## config.mk

```make
export PLATFORM = sky130hd
export DESIGN_NAME = fpu_sequencer
export DESIGN_NICKNAME = d
export VERILOG_FILES = /design/src/rtl/fpu_pkg.sv /design/src/rtl/fpu_op_decode.sv /design/src/rtl/fpu_sequencer.sv
export SDC_FILE = /design/constraint.sdc
export NUM_CORES = 1
export LEC_CHECK = 0
export CORE_MARGIN = 3
export CORE_UTILIZATION = 36
export DETAILED_ROUTE_END_ITERATION = 12
export HOLD_SLACK_MARGIN = 0.08
export PLACE_DENSITY = 0.85
export SLEW_MARGIN = 20
export SYNTH_ARGS = -nofsm -noshare
export SYNTH_HDL_FRONTEND = slang
export SYNTH_HIERARCHICAL = 1
export SYNTH_SLANG_ARGS = --single-unit
```

## constraint.sdc

```tcl
create_clock -name clk_i -period 1.7 [get_ports clk_i]
set_clock_uncertainty 0.05 [all_clocks]
set_input_delay 0.34 -clock clk_i [delete_from_list [all_inputs] [get_ports clk_i]]
set_output_delay 0.34 -clock clk_i [all_outputs]
set_load 0.1 [all_outputs]
```

## src/rtl/fpu_pkg.sv

```systemverilog
// Shared FP sequencer definitions: FSM states, latency classes, funct5 and rounding-mode encodings.
package fpu_pkg;

  typedef enum logic [1:0] {
    ST_IDLE = 2'd0,
    ST_EXEC = 2'd1,
    ST_RESP = 2'd2
  } seqState_t;

  typedef enum logic [1:0] {
    LAT_CLS_FMA   = 2'd0,
    LAT_CLS_ARITH = 2'd1,
    LAT_CLS_ONE   = 2'd2
  } latClass_t;

  localparam logic [4:0] F5_FADD     = 5'b00000;
  localparam logic [4:0] F5_FSUB     = 5'b00001;
  localparam logic [4:0] F5_FMUL     = 5'b00010;
  localparam logic [4:0] F5_FDIV     = 5'b00011;
  localparam logic [4:0] F5_FSQRT    = 5'b01011;
  localparam logic [4:0] F5_FCMP     = 5'b10100;
  localparam logic [4:0] F5_FMV_X_W  = 5'b11100;
  localparam logic [4:0] F5_FCVT_W_S = 5'b11000;

  localparam logic [2:0] RM_RSV5 = 3'b101;
  localparam logic [2:0] RM_RSV6 = 3'b110;
  localparam logic [2:0] RM_DYN  = 3'b111;

  // DYN is only meaningful in the instruction field; once resolved it is as invalid as 101/110.
  function automatic logic rmIsReserved(input logic [2:0] rm);
    return (rm == RM_RSV5) || (rm == RM_RSV6) || (rm == RM_DYN);
  endfunction

endpackage

```

## src/rtl/fpu_op_decode.sv

```systemverilog
// Combinational FP instruction decode: latency class, int-destination flag, legality, resolved rm.
// Zero latency, no state, no backpressure.
module fpu_op_decode
  import fpu_pkg::*;
(
  input  logic [31:0] instr,
  input  logic [2:0]  frm,
  output logic [1:0]  latClass,
  output logic        toInt,
  output logic        illegal,
  output logic [2:0]  rm
);

  logic [4:0] funct5;
  logic [2:0] rmField;
  logic       isFma;
  logic       unusedInstrBits;

  assign funct5  = instr[31:27];
  assign rmField = instr[14:12];
  // The four fused multiply-add opcodes are the only FP opcodes with bit 4 clear.
  assign isFma   = ~instr[4];
  assign rm      = (rmField == RM_DYN) ? frm : rmField;
  assign unusedInstrBits = ^{instr[26:15], instr[11:5], instr[3:0]};

  always_comb begin
    latClass = LAT_CLS_ONE;
    toInt    = 1'b0;
    illegal  = rmIsReserved(rm);
    if (isFma) begin
      latClass = LAT_CLS_FMA;
    end else begin
      case (funct5)
        F5_FADD, F5_FSUB, F5_FMUL:         latClass = LAT_CLS_ARITH;
        F5_FDIV, F5_FSQRT:                 illegal  = 1'b1;
        F5_FCMP, F5_FMV_X_W, F5_FCVT_W_S:  toInt    = 1'b1;
        default: ;
      endcase
    end
  end

endmodule

```

## src/rtl/fpu_sequencer.sv

```systemverilog
// Single-outstanding FP sequencer: accept -> EXEC for the op latency (+ FPU stalls) -> RESP until taken.
// Result at T+L+1 unstalled; fpuBusy_i holds the counter, rspReady_i low holds RESP, flush_i kills.
module fpu_sequencer
  import fpu_pkg::*;
#(
  parameter int LAT_FMA   = 3,
  parameter int LAT_ARITH = 2
) (
  input  logic        clk_i,
  input  logic        reset_i,
  input  logic        reqValid_i,
  output logic        reqReady_o,
  input  logic [31:0] instr_i,
  input  logic [31:0] rs1_i,
  input  logic [31:0] rs2_i,
  input  logic [31:0] rs3_i,
  input  logic [2:0]  frm_i,
  input  logic        flush_i,
  output logic        fpuEnable_o,
  output logic [31:0] fpuInstr_o,
  output logic [31:0] fpuRs1_o,
  output logic [31:0] fpuRs2_o,
  output logic [31:0] fpuRs3_o,
  output logic [2:0]  fpuRm_o,
  input  logic [31:0] fpuOut_i,
  input  logic        fpuBusy_i,
  output logic        rspValid_o,
  input  logic        rspReady_i,
  output logic [31:0] rspData_o,
  output logic [4:0]  rspRd_o,
  output logic        rspToInt_o,
  output logic        rspIllegal_o
);

  localparam int MAX_LAT = (LAT_FMA > LAT_ARITH) ? LAT_FMA : LAT_ARITH;
  localparam int CNT_W   = $clog2(MAX_LAT + 1);

  seqState_t        state;
  seqState_t        stateNext;
  logic [CNT_W-1:0] cnt;
  logic [1:0]       decLatClass;
  logic             decToInt;
  logic             decIllegal;
  logic [2:0]       decRm;
  logic             opToInt;
  logic             opIllegal;
  logic             accept;
  logic             execDone;

  fpu_op_decode uDecode (
    .instr    (instr_i),
    .frm      (frm_i),
    .latClass (decLatClass),
    .toInt    (decToInt),
    .illegal  (decIllegal),
    .rm       (decRm)
  );

  function automatic logic [CNT_W-1:0] latCycles(input logic [1:0] cls);
    case (latClass_t'(cls))
      LAT_CLS_FMA:   latCycles = CNT_W'(LAT_FMA);
      LAT_CLS_ARITH: latCycles = CNT_W'(LAT_ARITH);
      default:       latCycles = CNT_W'(1);
    endcase
  endfunction

  assign accept   = reqValid_i && (state == ST_IDLE) && !flush_i;
  assign execDone = (state == ST_EXEC) && !fpuBusy_i && (cnt == CNT_W'(1));

  always_ff @(posedge clk_i) begin
    if (reset_i) begin
      state <= ST_IDLE;
    end else begin
      state <= stateNext;
    end
  end

  // flush_i outranks both the response handshake and completion.
  always_comb begin
    stateNext = state;
    case (state)
      ST_IDLE: if (accept)                      stateNext = ST_EXEC;
      ST_EXEC: if (flush_i)                     stateNext = ST_IDLE;
               else if (execDone)               stateNext = ST_RESP;
      ST_RESP: if (flush_i || rspReady_i)       stateNext = ST_IDLE;
      default:                                  stateNext = ST_IDLE;
    endcase
  end

  always_comb begin
    reqReady_o  = (state == ST_IDLE);
    fpuEnable_o = (state == ST_EXEC);
    rspValid_o  = (state == ST_RESP);
  end

  always_ff @(posedge clk_i) begin
    if (reset_i) begin
      cnt          <= '0;
      fpuInstr_o   <= '0;
      fpuRs1_o     <= '0;
      fpuRs2_o     <= '0;
      fpuRs3_o     <= '0;
      fpuRm_o      <= '0;
      opToInt      <= 1'b0;
      opIllegal    <= 1'b0;
      rspData_o    <= '0;
      rspRd_o      <= '0;
      rspToInt_o   <= 1'b0;
      rspIllegal_o <= 1'b0;
    end else begin
      if (accept) begin
        cnt        <= latCycles(decLatClass);
        fpuInstr_o <= instr_i;
        fpuRs1_o   <= rs1_i;
        fpuRs2_o   <= rs2_i;
        fpuRs3_o   <= rs3_i;
        fpuRm_o    <= decRm;
        opToInt    <= decToInt;
        opIllegal  <= decIllegal;
      end else if ((state == ST_EXEC) && !fpuBusy_i && !flush_i) begin
        cnt <= cnt - CNT_W'(1);
      end
      // Illegal ops still run their slot so timing is uniform, but report zero.
      if (execDone && !flush_i) begin
        rspData_o    <= opIllegal ? 32'h0 : fpuOut_i;
        rspRd_o      <= fpuInstr_o[11:7];
        rspToInt_o   <= opToInt;
        rspIllegal_o <= opIllegal;
      end
    end
  end

endmodule

```

Yosys cells after proc, flatten, opt, wreduce, memory -nomap -nowiden
Cells that the tools add are included.
Widths: inputs -> output; s select.
Storage, ports and cells
  bits in read-only memories: 0
  memories kept: 0
  logic and storage cells: 67
  RAM bits: 0
  latch bits: 0
  register bits after elaboration: 176
Cells by class
  mux-type cells: 16
  $add $sub $neg: 1
  equal/unequal tests: 18
  magnitude comparators: 0
  div/mod/pow operators: 0
  bitwise gates (word level): 0
  reduce and logical (&&, ||, !) cells: 19
  multiply operators: 0
  shift operators: 0
Operators with widths (number)
  $mux 32: 1
  $mux 2: 8
  $eq 5x5->1 const B: 3
  $eq 3x3->1 const B: 4
  $eq 5x2->1 const B: 2
  $eq 2x1->1 const B: 3
  $logic_and 1x1->1: 6
  $pmux 2 s3: 1
  $reduce_or 3->1: 2
  $eq 5x1->1 const B: 1
  $eq 5x4->1 const B: 1
  $logic_not 5->1: 1
  $logic_not 2->1: 2
  $mux 1: 4
  $ne 2x1->1 const B: 2
  $pmux 2 s2: 1
  $logic_or 1x1->1: 3
  $mux 3: 1
  $ne 3x2->1 const B: 1
  $reduce_and 3->1: 1
  $eq 2x2->1 const B: 1
  $logic_not 1->1: 2
  $reduce_bool 2->1: 1
  $reduce_or 2->1: 1
  $sub 2x1->2 const B: 1

Depth between registers and ports, before layout
  depth in word-level cells: 7
  depth in mapped cells: 7

Modules after synthesis
The synthesis kept the hierarchy.
By module, submodules not included
  fpu_sequencer: times used 1, cells each 793, area an instance 6428.7 um^2
  fpu_op_decode: times used 1, cells each 18, area an instance 107.6 um^2

Worst setup path after synthesis
No wires, ideal clock.
  path kind: register to register
  start: register state[1]
  end: register state[1]
  path buffers: 1
  arrival: 2263 ps
  data required time: 1578 ps
  slack: -685 ps
  stages on the path, launching flop included: 5
  path through: dfxtp_1 -> clkbuf_1 -> nor2b_1 -> a22oi_1 -> nor2_1
On the way
  elaborated cells on any way between the ends: 12
  those cells by class: 5 x eq/ne; 1 x mux; 6 x reduce/logical
RTL lines
  from (decl): RTL line fpu_sequencer.sv:38  | seqState_t state;
  from (signal assigned): RTL line fpu_sequencer.sv:74  | state <= stateNext;
  $eq 2x2->1 (*)
  via rspValid_o: RTL line fpu_sequencer.sv:27  | output logic rspValid_o,
  $ne 2x1->1 (no line)
  $reduce_and 3->1 (no line)
The timed path passes the listed nets; every way through them passes the cells marked *.
A chain may end at the register's enable or synchronous reset.

Worst setup path after layout
  start: register state[1]
  end: output port rspValid_o
On the way
  longest elaborated chain between the ends: 1
Ends and longest elaborated chain
  $eq 2x2->1: RTL line fpu_sequencer.sv:93  | rspValid_o = (state == ST_RESP);
  to (decl): RTL line fpu_sequencer.sv:27
No other way between the ends.

==> flow_metrics.env <==
export IMPL_slowest_stage="dfxtp_4"
export IMPL_clockBufferDepth=2
export IMPL_r2r_slack_ns=0.11
export IMPL_synth_top_cell_area_share_pct=53.9
export IMPL_crit_required_ns=1.31
export IMPL_h_tree_depth=4
export IMPL_stdcell_area_sq_mm=0.0128
export IMPL_finalSetupViolCount=0
export IMPL_p_sw_mw=3.48
export IMPL_vias=7154
export IMPL_cp_start_kind="register"
export IMPL_grt_max_degree=71
export IMPL_final_nets=1316
export IMPL_path_cells="buf_6 > nor2b_4 > buf_12"
export IMPL_rsz0062_at_grt="true"
export IMPL_hold_path_startpoint="reset_i"
export IMPL_place_area_sq_mm=0.0121
export IMPL_max_freq_mhz=597
export IMPL_crit_path_end_kind="primary output"
export IMPL_synth_nets=981
export IMPL_num_rows=48
export IMPL_finalHoldViolations=0
export IMPL_layout_common_cells="nand2_1 (270), buf_12 (186), dfxtp_1 (174)"
export IMPL_wire_per_inst_um=18.4
export IMPL_fin_crit_ns=1.68
export IMPL_cts_buffers=17
export IMPL_ys_ff_latch=176
export IMPL_slew_headroom_pct=76.1
export IMPL_synth_largest_area_cell="dfxtp_1"
export IMPL_clock_power_share_pct=35.5
export IMPL_ir_drop_mv=0.725
export IMPL_drive_above_1_share_pct=22.5
export IMPL_critical_path_arrival_ns=1.29
export IMPL_clock_sinks=176
export IMPL_synth_area_sq_mm=0.00654
export IMPL_drc=0
export IMPL_rr_worst_depth=4
export IMPL_hold_end="fpuRs1_o[30]$_SDFFE_PP0P_"
export IMPL_r2r_end="fpuRs2_o[26]$_SDFFE_PP0P_"
export IMPL_first_iter_violations=315
export IMPL_hold_depth=2
export IMPL_design_core_area_sq_mm=0.0175
export IMPL_hold_buffers=0
export IMPL_cts_tree="done"
export IMPL_ant_nets=0
export IMPL_track_usage_pct=25.1
export IMPL_avgSynthCellArea_sq_um=8.06
export IMPL_place_hpwl_um=18800
export IMPL_overflow=0
export IMPL_worstSkewPairLatency_ns=0.42
export IMPL_crit_family="flip-flops"
export IMPL_power_leakage_nw=4.74
export IMPL_drt_pass1_iterations=5
export IMPL_grt_antenna_before_repair=0
export IMPL_grt_pass1_vias=7437
export IMPL_ys_seq_area_share_pct=53.9
export IMPL_drv_cap=0
export IMPL_layout_commonest_cell="nand2_1"
export IMPL_timing_final_crit_share_pct=98.6
export IMPL_ys_types=31
export IMPL_netSwitchingFraction_pct=31.6
export IMPL_path_class="register to primary output"
export IMPL_p_comb_share_pct=24.3
export IMPL_p_int_mw=7.56
export IMPL_io_pins=342
export IMPL_power_frac_seq_pct=40.1
export IMPL_layout_area_overhead_vs_synth_pct=95.3
export IMPL_worst_slew_pin_slew_ns=0.358
export IMPL_grt_first_pass_wirelength_um=39400
export IMPL_dieArea_sq_mm=0.0198
export IMPL_report_final_slew_viol_count=0
export IMPL_vias_per_cell=5.17
export IMPL_fin_setup_tns_ns=0
export IMPL_crit_buf_inv=2
export IMPL_port_buffers=341
export IMPL_p_per_area_mw_per_mm2=865
export IMPL_slowest_delay_ns=0.37
export IMPL_yosysWarnings=6
export IMPL_hold_class="input pin to register"
export IMPL_status="finished, final reports clean"
export IMPL_die_y_um=141
export IMPL_cts_root_buf="clkbuf_16"
export IMPL_start_util_pct=37.3
export IMPL_wl_um=25400
export IMPL_ys_top_cells_by_area="dfxtp_1 (54%), nand2_1 (16%), a21oi_1 (13%), nand4b_1 (4.3%), clkbuf_1 (3.1%)"
export IMPL_netlist_instances=811
export IMPL_timing_rr_start="state[1]$_SDFFE_PP0P_"
export IMPL_dieWidth_um=141
export IMPL_gp_congestion=0.831
export IMPL_path_clk_slew_ns=0.07
export IMPL_cp_max_fo=4
export IMPL_diodes=0
-- routing by layer --
layer | GRT usage, % | share of wire, %
met1 | 26.6 | 36
met2 | 44.9 | 52
met3 | 9.02 | 8.4
met4 | 10.4 | 3.7
met5 | 0 | 0
-- layout make-up --
type / count / area [sq um]
clock buffers: 18 / 429
multi-input cells: 560 / 2690
clock inverters: 13 / 154
flip-flops and latches: 176 / 3530
fillers: 1131 / 4770
well taps: 225 / 282
repair buffers: 387 / 5670
inverters: 4 / 15.0
-- state kept, by name (all words and copies together), names as in the netlist --
signal and count:
cnt 2, fpuInstr_o 32, fpuRm_o 3, fpuRs1_o 32
fpuRs2_o 32, fpuRs3_o 32, opIllegal 1, opToInt 1
rspData_o 32, rspIllegal_o 1, rspRd_o 5, rspToInt_o 1
state 2
-- synthesized netlist by cell type --
master and instances:
buf_2 9, inv_1 4, nand4_1 1, and3b_1 1, dfxtp_1 176, o21ai_0 33, o21a_1 1, nor2b_1 5
nand4b_1 32, or4b_1 1, nand3_1 7, a221oi_1 1, a31oi_1 1, buf_6 8, and2_1 1, nand3b_1 1
a21oi_1 173, o21ai_1 12, a21boi_0 1, and3_1 1, o2bb2ai_1 2, a21boi_1 1, nor2b_4 1, nand2_1 270
nor4b_4 1, nor4_1 3, or2_2 1, ha_1 1, nor2_1 7, clkbuf_1 54, a22oi_1 1
-- power by group through the flow --
stage	Clock, mW	Sequential (mW)	Combinational (mW)
after CTS	3.99	4.43	2.69
after global routing	4.16	4.45	2.79
after global placement	0	4.51	2.64
after floorplan	0	5.47	0.428
after detailed placement	0	4.53	2.68
final	3.93	4.43	2.69
-- worst max path at each step --
stage          slack (ns)  cells past startpoint                        end             startpoint
5_1_grt             -0.02                      3                 rspValid_o  state[1]$_SDFFE_PP0P_
3_3_place_gp        -0.28                      5  fpuRs3_o[27]$_SDFFE_PP0P_             reqValid_i
2_1_floorplan       -0.04                      7  fpuRs1_o[22]$_SDFFE_PP0P_  state[1]$_SDFFE_PP0P_
6_report             0.02                      3                 rspValid_o  state[1]$_SDFFE_PP0P_
3_5_place_dp        -0.34                      5  fpuRs2_o[26]$_SDFFE_PP0P_                flush_i
4_1_cts            -0.009                      3                 rspValid_o  state[1]$_SDFFE_PP0P_
-- through the flow --
stage	util [%]	std cells	setup slack [ns]	hold slack, ns	power (mW)
final	72.8	1383	0.0236	0.242	11.0
after global routing	72.8	1383	-0.0228	0.248	11.4
after floorplan	-	811	-0.0417	0.387	5.90
after CTS	72.7	1381	-0.00879	0.228	11.1
after detailed placement	69.2	1349	-0.335	0.403	7.21
after global placement	69.2	1349	-0.281	0.393	7.15
-- what timing repair did --
action / in CTS / in global routing
setup buffers: 1 / 2
setup endpoints to repair: 3 / 2
gates resized for setup: 6 / 1
-- cell families (layout without fill, tap and decap cells) --
logic type | count (synthesis) | in the layout | share of synthesized area [%]
DFF | 176 | 176 | 53.9
buffers and inverters | 75 | 422 | 5.40
and+or+nand+nor | 333 | 333 | 22.9
AOI/OAI and AO/OA | 226 | 226 | 17.6
adders and majority gates | 1 | 1 | 0.191
(Power assumes the default switching activity.)
